[config.mk]
export PLATFORM = sky130hd
export DESIGN_NAME = seg_scan_driver
export DESIGN_NICKNAME = d
export VERILOG_FILES = /design/src/rtl/seg_scan_driver.sv
export SDC_FILE = /design/constraint.sdc
export NUM_CORES = 1
export LEC_CHECK = 0
export CORE_MARGIN = 2
export CORE_UTILIZATION = 56
export CTS_CLUSTER_SIZE = 40
export DETAILED_ROUTE_END_ITERATION = 7
export PLACE_DENSITY = 0.77
export SLEW_MARGIN = 0
export SYNTH_ARGS = -nofsm -noshare
export SYNTH_HDL_FRONTEND = slang
export SYNTH_SLANG_ARGS = --single-unit
[constraint.sdc]
create_clock -name clk -period 3.2 [get_ports clk]
set_input_delay 0.96 -clock clk [delete_from_list [all_inputs] [get_ports clk]]
set_output_delay 0.96 -clock clk [all_outputs]
set_load 0.02 [all_outputs]
[src/rtl/seg_scan_driver.sv]
// Multiplexed hex display scanner: double-buffered value, one digit lit per refresh slot,
// updates committed only at frame boundaries, optional leading-zero blanking.
module seg_scan_driver #(
  parameter int DIGITS      = 4,
  parameter int REFRESH_DIV = 50000
) (
  input  logic                  clk,
  input  logic                  rst_n,
  input  logic                  wr_en,
  input  logic [4*DIGITS-1:0]   wr_data,
  input  logic [DIGITS-1:0]     wr_dp,
  input  logic                  blank_lz,
  output logic                  wr_ack,
  output logic                  upd_pending,
  output logic [3:0]            nibble_out,
  output logic [DIGITS-1:0]     digit_en_n,
  output logic                  dp_n
);

  localparam int CNT_W = (REFRESH_DIV > 1) ? $clog2(REFRESH_DIV) : 1;
  localparam int IDX_W = (DIGITS > 1) ? $clog2(DIGITS) : 1;
  localparam logic [CNT_W-1:0] LAST_CNT = CNT_W'(REFRESH_DIV - 1);
  localparam logic [IDX_W-1:0] LAST_IDX = IDX_W'(DIGITS - 1);

  logic [CNT_W-1:0]    cnt_q, cnt_d;
  logic [IDX_W-1:0]    idx_q, idx_d;
  logic [4*DIGITS-1:0] shadow_q, shadow_d;
  logic [DIGITS-1:0]   dp_sh_q, dp_sh_d;
  logic [4*DIGITS-1:0] pend_q, pend_d;
  logic [DIGITS-1:0]   pend_dp_q, pend_dp_d;
  logic                pend_valid_q, pend_valid_d;
  logic                ack_q;
  logic [3:0]          nib_q, nib_d;
  logic [DIGITS-1:0]   en_n_q, en_n_d;
  logic                dp_n_q, dp_n_d;

  logic                tick;
  logic                boundary;
  logic                zero_run;
  logic [DIGITS-1:0]   blank_vec;

  always_comb begin
    tick         = (cnt_q == LAST_CNT);
    boundary     = tick && (idx_q == LAST_IDX);
    cnt_d        = tick ? '0 : cnt_q + 1'b1;
    idx_d        = idx_q;
    shadow_d     = shadow_q;
    dp_sh_d      = dp_sh_q;
    pend_d       = pend_q;
    pend_dp_d    = pend_dp_q;
    pend_valid_d = pend_valid_q;

    if (boundary) begin
      idx_d        = '0;
      pend_valid_d = 1'b0;
      // A write landing on the boundary edge goes straight to the shadow.
      if (wr_en) begin
        shadow_d = wr_data;
        dp_sh_d  = wr_dp;
      end else if (pend_valid_q) begin
        shadow_d = pend_q;
        dp_sh_d  = pend_dp_q;
      end
    end else begin
      if (tick) begin
        idx_d = idx_q + 1'b1;
      end
      if (wr_en) begin
        pend_d       = wr_data;
        pend_dp_d    = wr_dp;
        pend_valid_d = 1'b1;
      end
    end
  end

  // Blanking walks from the top digit down; a digit is blanked while everything above it is empty.
  always_comb begin
    zero_run  = 1'b1;
    blank_vec = '0;
    for (int i = DIGITS - 1; i >= 0; i--) begin
      zero_run     = zero_run && (shadow_d[4*i +: 4] == 4'h0) && !dp_sh_d[i];
      blank_vec[i] = blank_lz && zero_run && (i != 0);
    end
  end

  always_comb begin
    nib_d  = nib_q;
    en_n_d = en_n_q;
    dp_n_d = dp_n_q;
    if (tick) begin
      nib_d         = shadow_d[4*idx_d +: 4];
      dp_n_d        = ~dp_sh_d[idx_d];
      en_n_d        = '1;
      en_n_d[idx_d] = blank_vec[idx_d];
    end
  end

  always_ff @(posedge clk or negedge rst_n) begin
    if (!rst_n) begin
      cnt_q        <= '0;
      idx_q        <= LAST_IDX;
      shadow_q     <= '0;
      dp_sh_q      <= '0;
      pend_q       <= '0;
      pend_dp_q    <= '0;
      pend_valid_q <= 1'b0;
      ack_q        <= 1'b0;
      nib_q        <= 4'h0;
      en_n_q       <= '1;
      dp_n_q       <= 1'b1;
    end else begin
      cnt_q        <= cnt_d;
      idx_q        <= idx_d;
      shadow_q     <= shadow_d;
      dp_sh_q      <= dp_sh_d;
      pend_q       <= pend_d;
      pend_dp_q    <= pend_dp_d;
      pend_valid_q <= pend_valid_d;
      ack_q        <= wr_en;
      nib_q        <= nib_d;
      en_n_q       <= en_n_d;
      dp_n_q       <= dp_n_d;
    end
  end

  assign wr_ack      = ack_q;
  assign upd_pending = pend_valid_q;
  assign nibble_out  = nib_q;
  assign digit_en_n  = en_n_q;
  assign dp_n        = dp_n_q;

endmodule

==> flow_summary_export.csv, run 1 <==
group,metric,value,unit
outcome,status,"finished clean",
worst_setup_path,worstPathArrival,3170,ps
pwr,p_clk_share,41.0,%
route,wl_per_cell,17.13,µm
route,antenna_left,0,
die,num_rows,27,
synthesis,synthesis.area,3231,µm²
worst_hold_path,hp-start,"nibble_out[1]",
global_route,first_global_vias,2536,
die,initial_core_util,58.31,%
worst_setup_path,cp_cell_sequence,"or4b_4 -> or4_4 -> nand2_1 -> nand3_1 -> or3_1 -> nor3_2 -> nand3_1 -> a41oi_1",
timing,post-route-period-util,91.20,%
cts,cts_sinks,69,
global_route,grt_usage,24.39,%
synthesis,synthFlopType,"dfrtp_1",
cts,ctsHoldBuffers,0,
timing,post-route-min-period,2918,ps
cells_and_area,n_fill_cell,417,
worst_setup_path,worstPathRequired,3460,ps
timing,setup_tns,0,ps
synthesis,synth.distinct_cells,46,
flow_run,cap_violations,0,
pwr,power.ir.vdd_worst,255.3,µV
worst_setup_path,cp-end-kind,"register",
cells_and_area,final_common_cell,"dfrtp_1",
pwr,p_int,0.001335,W
worst_setup_path,r2r_end,"digit_en_n[2]",
worst_setup_path,critPathMaxFanout,22,
route,wirelength,7.107,mm
synthesis,yosysWarnings,0,
route,drt_iter0_markers,196,
cts,cts.repair.resized,0,
cts,cts_buffers,9,
synthesis,syn_avg_cell_area,11.03,µm²
cells_and_area,final_cell_mix,"62 x dfrtp_1, 37 x nand2_1, 33 x clkdlybuf4s50_1, 27 x nand3_1, 21 x mux2_2",
synthesis,netlist_instances,293,
worst_setup_path,crit_top_cell,"nand3_1",
timing,worstMarginPinSlew,750.7,ps
synthesis,synthArstFlopShare,100.0,%
synthesis,synth_edf_count,0,
worst_hold_path,whs_path_depth,2,
worst_hold_path,hp-class,"register to register",
pwr,power_density,442.6,nW/µm²
synthesis,ys_ff_latch,69,
worst_setup_path,path_delay_family,"simple AND/OR/NAND/NOR gates",
timing,setup_viol,0,
die,io_pins,35,
global_route,antenna_found_initial,0,
worst_setup_path,rrSetupSlack,280,ps
die,die_y,79.96,µm
cts,cts_tree,"yes",
cts,clk_latency,340,ps
global_route,grt-ovfl-total,0,
timing,slew_headroom,49.49,%
pwr,combPwrFrac,6.0,%
pwr,power.switching,0.0003891,W
place,gp_congestion,0.8450,
global_route,grt_pass1_wl,11.96,mm
die,chipWidth,79.96,µm
worst_hold_path,worstHoldEndpoint,"nibble_out[1]",
global_route,grt_max_degree,26,
route,drc,0,
worst_setup_path,critPathMaxStageDelay,720,ps
timing,grt_setup_unrepaired,"no",
cells_and_area,final_core_util,70.30,%
synthesis,syn_nets,319,
worst_setup_path,reg2reg_depth,8,
cts,cts_setup_buffers,0,
die,core_area,5540,µm²
cells_and_area,syn_to_final_growth,20.57,%
cells_and_area,drive_above_1_share,20.12,%
cts,clkTransAtPathRegs,70,ps
route,drt_pass1_iterations,5,
cells_and_area,diodes,0,
pwr,swShare,22.57,%
cts,clockBufferDepth,2,
timing,slew_violations,0,
synthesis,ys_seq_area_share,53.72,%
timing,clock.fmax,0.3427,GHz
worst_setup_path,r2r-start,"cnt_q[11]",
cts,htree_num_levels,3,
timing,finClkSkew,13.60,ps
place,io_buffers,34,
place,place_hpwl,4.931,mm
worst_setup_path,cpMaxStageDelayCell,"or4_4",
worst_setup_path,path_class,"register to register",
pwr,seqPwrFrac,53.0,%
pwr,p_leak,1.700,nW
timing,hold_viol,0,
worst_setup_path,path_buf_inv,0,
worst_setup_path,worstSetupStartpointType,"register",
die,dieArea,6393,µm²
route,vias,2460,
cts,root_buffer,"clkbuf_8",
cells_and_area,fin_nets,364,
route,vias_per_cell,5.928,
==> metrics by stage <==
step                       power, W  setup WS, ps  cell area (µm²)  std cells  hold slack (ps)
after floorplan           0.0009656         346.8             3231        293            432.9
after global placement     0.001031         215.3             3702        399            459.7
after detailed placement   0.001034         101.5             3702        399            454.9
after CTS                  0.001728         263.0             3895        415            471.8
after global routing       0.001780         91.51             3895        415            495.6
final                      0.001724         281.7             3895        415            465.9
==> how the worst max path moves through the flow <==
| stage | end | cells after the start | startpoint | slack (ps) |
|---|---|---|---|---|
| 2_1_floorplan | nibble_out[3] | 6 | cnt_q[11] | 350 |
| 3_3_place_gp | digit_en_n[2] | 9 | wr_en | 220 |
| 3_5_place_dp | digit_en_n[2] | 9 | wr_en | 100 |
| 4_1_cts | digit_en_n[2] | 8 | cnt_q[11] | 260 |
| 5_1_grt | digit_en_n[2] | 8 | cnt_q[11] | 90 |
| 6_report | digit_en_n[2] | 8 | cnt_q[11] | 280 |
==> sequential cells by signal, summed over array words and instances (netlist names) <==
signal / flops
cnt_q: 16
pend_q: 16
shadow_q: 16
digit_en_n: 4
dp_sh_q: 4
nibble_out: 4
pend_dp_q: 4
idx_q: 2
dp_n: 1
upd_pending: 1
wr_ack: 1
==> synth_stat cells (all sizes together) (2+ instances only) <==
master	number	area (µm²)
nand4	2	12.51
dfrtp	62	1551
a32o	5	50.05
a21oi	7	35.03
and2	2	12.51
buf	5	37.53
mux4	2	45.04
nor2	20	75.07
dfstp	7	183.9
mux2i	2	20.02
xor2	4	35.03
or4b	2	27.53
clkbuf	10	37.54
a32oi	14	122.6
mux2	21	236.5
nand2	38	145.1
nand3	28	145.1
nor4	4	46.29
xnor2	9	78.83
a221o	5	50.05
ha	2	25.02
a31oi	2	12.51
o21ai	6	33.78
and3	7	43.79
nor3	6	35.03
inv	5	18.77
nor2b	5	31.28
==> power groups by stage <==
stage                     Sequential, W  Combinational [W]  Clock [W]
final                          0.000913           0.000104   0.000707
after global placement         0.000928           0.000103          0
after floorplan                0.000925          0.0000405          0
after detailed placement       0.000930           0.000105          0
after global routing           0.000916           0.000115   0.000749
after CTS                      0.000913           0.000105   0.000710
==> routing by layer <==
metal	up-vias	part of all wire, %	track usage (%)
met3	9	5.1	6.222
li1	1156	-	-
met5	-	0	0
met2	78	49	40.25
met1	1217	45	31.86
met4	0	1.1	6.949
==> tightest hold or removal path, cell delays in order, from the launching register on <==
cell	delay [ps]
dfrtp_1	340
nand2_1	50
nand2_1	50
==> layout make-up <==
cell class	count	area [µm²]	share of cell area (%)
tap	72	90.09	2.313
inverter	6	22.52	0.5782
timing repair buffer	49	447.9	11.50
clock buffer	12	145.1	3.726
sequential	69	1735	44.55
clock inverter	4	47.55	1.221
multi-input combinational	203	1406	36.11
==> cells by family after synthesis <==
| logic type | count (synthesis) | synth area share, % |
|---|---|---|
| fa+ha+maj | 2 | 0.7745 |
| xor+xnor | 13 | 3.524 |
| buf+inv | 21 | 3.021 |
| mux | 25 | 9.334 |
| compound gates | 44 | 10.61 |
| flops | 69 | 53.72 |
| simple gates | 119 | 19.02 |
Note: power is estimated with default switching activity, not from simulation.
==> run 2, diff against run 1 <==
- CTS_CLUSTER_DIAMETER: unset -> 80
- PLACE_DENSITY: 0.77 -> 0.79
==> flow_summary_export.csv, run 2 (synthesized netlist as in run 1, its figures left out) <==
group,metric,value,unit
die,chipWidth,79.96,µm
worst_setup_path,worstSetupStartpointType,"register",
cells_and_area,final_common_cell,"dfrtp_1",
place,io_buffers,34,
pwr,p_int,0.001435,W
cts,clockBufferDepth,2,
worst_hold_path,hp-class,"register to register",
die,core_area,5540,µm²
worst_setup_path,worstPathArrival,3190,ps
cells_and_area,final_cells,410,
cts,clkTransAtPathRegs,70,ps
pwr,p_clk_share,43.8,%
route,drc,0,
place,place_area,3702,µm²
place,dpl_worst_slack,158.6,ps
cts,cts_sinks,69,
route,wl_per_cell,17.31,µm
pwr,power.switching,0.0003746,W
cts,root_buffer,"clkbuf_8",
cells_and_area,seq_area,1735,µm²
timing,slew_headroom,51.05,%
pwr,seqPwrFrac,50.5,%
cells_and_area,diodes,0,
pwr,p_leak,1.705,nW
route,vias_per_cell,5.924,
cts,cts.repair.resized,0,
place,gp_congestion,0.8953,
cells_and_area,syn_to_final_growth,21.57,%
cts,htree_num_levels,3,
cells_and_area,n_fill_cell,415,
route,drt_pass1_iterations,4,
cells_and_area,final_cell_mix,"62 x dfrtp_1, 37 x nand2_1, 33 x clkdlybuf4s50_1, 27 x nand3_1, 21 x mux2_2",
route,drt_iter0_markers,333,
cells_and_area,fin_nets,359,
cells_and_area,top_regs,"cnt_q x16, pend_q x16, shadow_q x16",
pwr,power_density,460.7,nW/µm²
timing,grt_setup_unrepaired,"no",
timing,worstMarginPinSlew,727.5,ps
flow_run,cap_violations,0,
pwr,power,0.001809,W
cts,ctsHoldBuffers,0,
cts,cts_buffers,9,
global_route,grt-ovfl-total,0,
pwr,power.ir.vdd_worst,282.0,µV
timing,slew_violations,0,
pwr,swShare,20.70,%
global_route,grt_usage,25.05,%
place,place_hpwl,4.761,mm
cells_and_area,multi_input_area,1406,µm²
global_route,antenna_found_initial,0,
cts,cts_tree,"yes",
timing,setup_viol,0,
worst_setup_path,cp-end-kind,"register",
timing,clock.fmax,0.3411,GHz
die,io_pins,35,
route,antenna_left,0,
pwr,combPwrFrac,5.7,%
timing,setup_tns,0,ps
cts,cts_setup_buffers,0,
worst_hold_path,whs_path_depth,1,
worst_setup_path,path_class,"register to register",
die,die_y,79.96,µm
worst_setup_path,reg2reg_depth,8,
global_route,grt_pass1_wl,12.14,mm
cells_and_area,fin_area,3928,µm²
global_route,grt_max_degree,70,
global_route,first_global_vias,2466,
die,num_rows,27,
timing,hold_viol,0,
place,place_inst,394,
die,dieArea,6393,µm²
outcome,status,"finished clean",
die,initial_core_util,58.31,%
route,vias,2429,
timing,setup_ws,268.1,ps
worst_setup_path,critPathMaxFanout,22,
worst_setup_path,worstPathRequired,3460,ps
route,wirelength,7.099,mm
timing,finClkSkew,6.233,ps
timing,post-route-min-period,2932,ps
cells_and_area,drive_above_1_share,19.23,%
cts,clk_latency,340,ps
timing,post-route-period-util,91.62,%
run 2: cell type report:
cell class | instances | share of cell area [%]
Inverter | 6 | 0.5734
Multi-Input combinational cell | 203 | 35.81
Clock buffer | 12 | 3.950
Tap cell | 72 | 2.294
Clock inverter | 4 | 1.784
Timing Repair Buffer | 44 | 11.40
Sequential cell | 69 | 44.19
run 2: worst max-delay path, stage by stage (launching register included):
cell     delay [ps]
dfrtp_1         410
or4b_4          600
or4_4           710
nand2_1         120
nand3_1         100
or3_1           400
nor3_2          150
nand3_1         120
a41oi_1         220
run 2: power groups by stage:
stage,Sequential (W),Clock [W],Combinational (W)
6_report,0.000914,0.000792,0.000103
5_1_grt,0.000917,0.000837,0.000113
4_1_cts,0.000914,0.000806,0.000105
3_5_place_dp,0.000930,0,0.000104
3_3_place_gp,0.000929,0,0.000102
2_1_floorplan,0.000925,0,0.0000405
run 2: path summary, 6_finish.rpt:
check | start | endpoint | slack, ps
min in group asynchronous | rst_n | pend_q[8] | 630
max | cnt_q[11] | digit_en_n[2] | 270
min | cnt_q[0] | cnt_q[0] | 470
max in group asynchronous | rst_n | idx_q[1] | 2240
max reg2reg | cnt_q[11] | digit_en_n[2] | 270
min reg2reg | cnt_q[0] | cnt_q[0] | 470
run 2: metrics by stage:
stage,hold WS (ps),utilization (%)
detailed placement,458.7,66.82
CTS,474.8,70.89
floorplan,432.9,-
global route,485.5,70.89
global placement,455.0,66.82
finish,468.7,70.89
run 2: routing by layer:
metal / vias to the layer above / wire length, µm / track usage, %
met5: - / 0 / 0
met4: 0 / 73 / 8.475
met3: 5 / 390 / 6.222
met2: 74 / 3513 / 40.33
met1: 1207 / 3122 / 33.18
li1: 1143 / - / -
==> run 3, diff against run 2 <==
- CORE_UTILIZATION: 56 -> 50
- PLACE_DENSITY: 0.79 -> 0.72
==> flow_summary_export.csv, run 3 (synthesized netlist as in run 1, its figures left out) <==
group,metric,value,unit
outcome,status,"finished clean",
route,drc,0,
cells_and_area,fin_nets,363,
global_route,grt-ovfl-total,0,
cts,cts_setup_buffers,0,
cells_and_area,fin_area,3919,µm²
cells_and_area,final_common_cell,"dfrtp_1",
worst_setup_path,worstPathArrival,3230,ps
worst_setup_path,path_class,"register to register",
worst_setup_path,cp-end-kind,"register",
worst_setup_path,path_delay_family,"simple AND/OR/NAND/NOR gates",
worst_hold_path,whs_path_depth,2,
cells_and_area,diodes,0,
timing,finClkSkew,10.26,ps
cts,cts_buffers,9,
timing,grt_setup_unrepaired,"no",
cts,clkTransAtPathRegs,70,ps
die,io_pins,35,
die,initial_core_util,51.17,%
die,dieArea,7120,µm²
timing,slew_violations,0,
worst_setup_path,worstSetupStartpointType,"register",
cts,cts_sinks,69,
worst_setup_path,cp_cell_sequence,"or4b_4 -> or4_4 -> nand2_1 -> nand3_1 -> or3_1 -> nor3_2 -> nand3_1 -> a41oi_1",
cts,cts.repair.resized,0,
route,wl_per_cell,17.03,µm
route,drt_pass1_iterations,4,
cells_and_area,drive_above_1_share,19.88,%
worst_setup_path,path_buf_inv,0,
die,core_area,6314,µm²
timing,post-route-period-util,92.71,%
timing,hold_viol,0,
timing,setup_tns,0,ps
worst_setup_path,cpMaxStageDelayCell,"or4_4",
cells_and_area,syn_to_final_growth,21.30,%
pwr,power,0.001717,W
cts,clockBufferDepth,2,
timing,post-route-min-period,2967,ps
flow_run,cap_violations,0,
pwr,p_leak,1.704,nW
worst_setup_path,critPathMaxFanout,22,
die,num_rows,29,
global_route,first_global_vias,2434,
global_route,grt_pass1_wl,12.21,mm
place,place_inst,403,
route,vias,2467,
global_route,antenna_found_initial,0,
timing,clock.fmax,0.3371,GHz
cts,clk_latency,350,ps
cells_and_area,final_cells,419,
global_route,grt_max_degree,33,
route,wirelength,7.135,mm
die,chipWidth,84.38,µm
cells_and_area,top_regs,"cnt_q x16, pend_q x16, shadow_q x16",
worst_setup_path,worstPathRequired,3470,ps
pwr,power_density,438.2,nW/µm²
route,drt_iter0_markers,200,
worst_setup_path,critPathMaxStageDelay,710,ps
die,die_y,84.38,µm
worst_hold_path,hp-class,"register to register",
worst_setup_path,reg2reg_depth,8,
pwr,power.ir.vdd_worst,283.5,µV
cts,ctsHoldBuffers,0,
timing,setup_viol,0,
timing,slew_headroom,48.95,%
place,place_area,3726,µm²
cts,root_buffer,"clkbuf_8",
worst_setup_path,crit_top_cell,"nand3_1",
place,place_hpwl,5.053,mm
cts,cts_tree,"yes",
place,io_buffers,34,
worst_setup_path,crit_cells,8,
cells_and_area,final_cell_mix,"62 x dfrtp_1, 37 x nand2_1, 33 x clkdlybuf4s50_1, 27 x nand3_1, 21 x mux2_2",
route,vias_per_cell,5.888,
route,antenna_left,0,
place,gp_congestion,0.8636,
global_route,grt_usage,21.92,%
cells_and_area,final_core_util,62.07,%
timing,worstMarginPinSlew,758.8,ps
cts,htree_num_levels,3,
[run 3: area by class of cell]
cell class / instances / area, µm²
clock buffer: 12 / 145.1
clock inverter: 4 / 47.55
fill: 536 / 2395
inverter: 6 / 22.52
multi-input combinational: 203 / 1406
sequential: 69 / 1735
tap: 77 / 96.34
timing repair buffer: 48 / 465.4
[run 3: where the power goes]
part	switching [W]	internal, W
clock	0.000318	0.000379
sequential	0.0000153	0.000899
combinational	0.0000476	0.0000579
total	0.000381	0.00134
[run 3: worst paths after layout]
kind                          startpoint             to  slack, ps
hold / removal             nibble_out[2]  nibble_out[2]        470
max in group asynchronous          rst_n  digit_en_n[3]       1970
hold reg to reg            nibble_out[2]  nibble_out[2]        470
setup reg to reg               cnt_q[11]  digit_en_n[2]        230
setup / recovery               cnt_q[11]  digit_en_n[2]        230
min in group asynchronous          rst_n         wr_ack        550
[run 3: metal layers]
layer / routed length [µm] / GRT usage [%]
met1: 3269 / 29.91
met4: 161 / 7.648
met2: 3320 / 34.05
met5: 0 / 0
met3: 383 / 6.096
[run 3: stage by stage]
stage / setup slack (ps) / hold slack, ps
final: 233.2 / 468.4
after global routing: 36.77 / 494.1
after CTS: 238.6 / 478.0
after detailed placement: 111.4 / 460.4
after global placement: 172.2 / 455.8
after floorplan: 346.8 / 432.9
[run 3: worst min-delay path: stages (launching register included)]
cell	delay [ps]
dfrtp_1	350
nand2_1	50
nand2_1	50
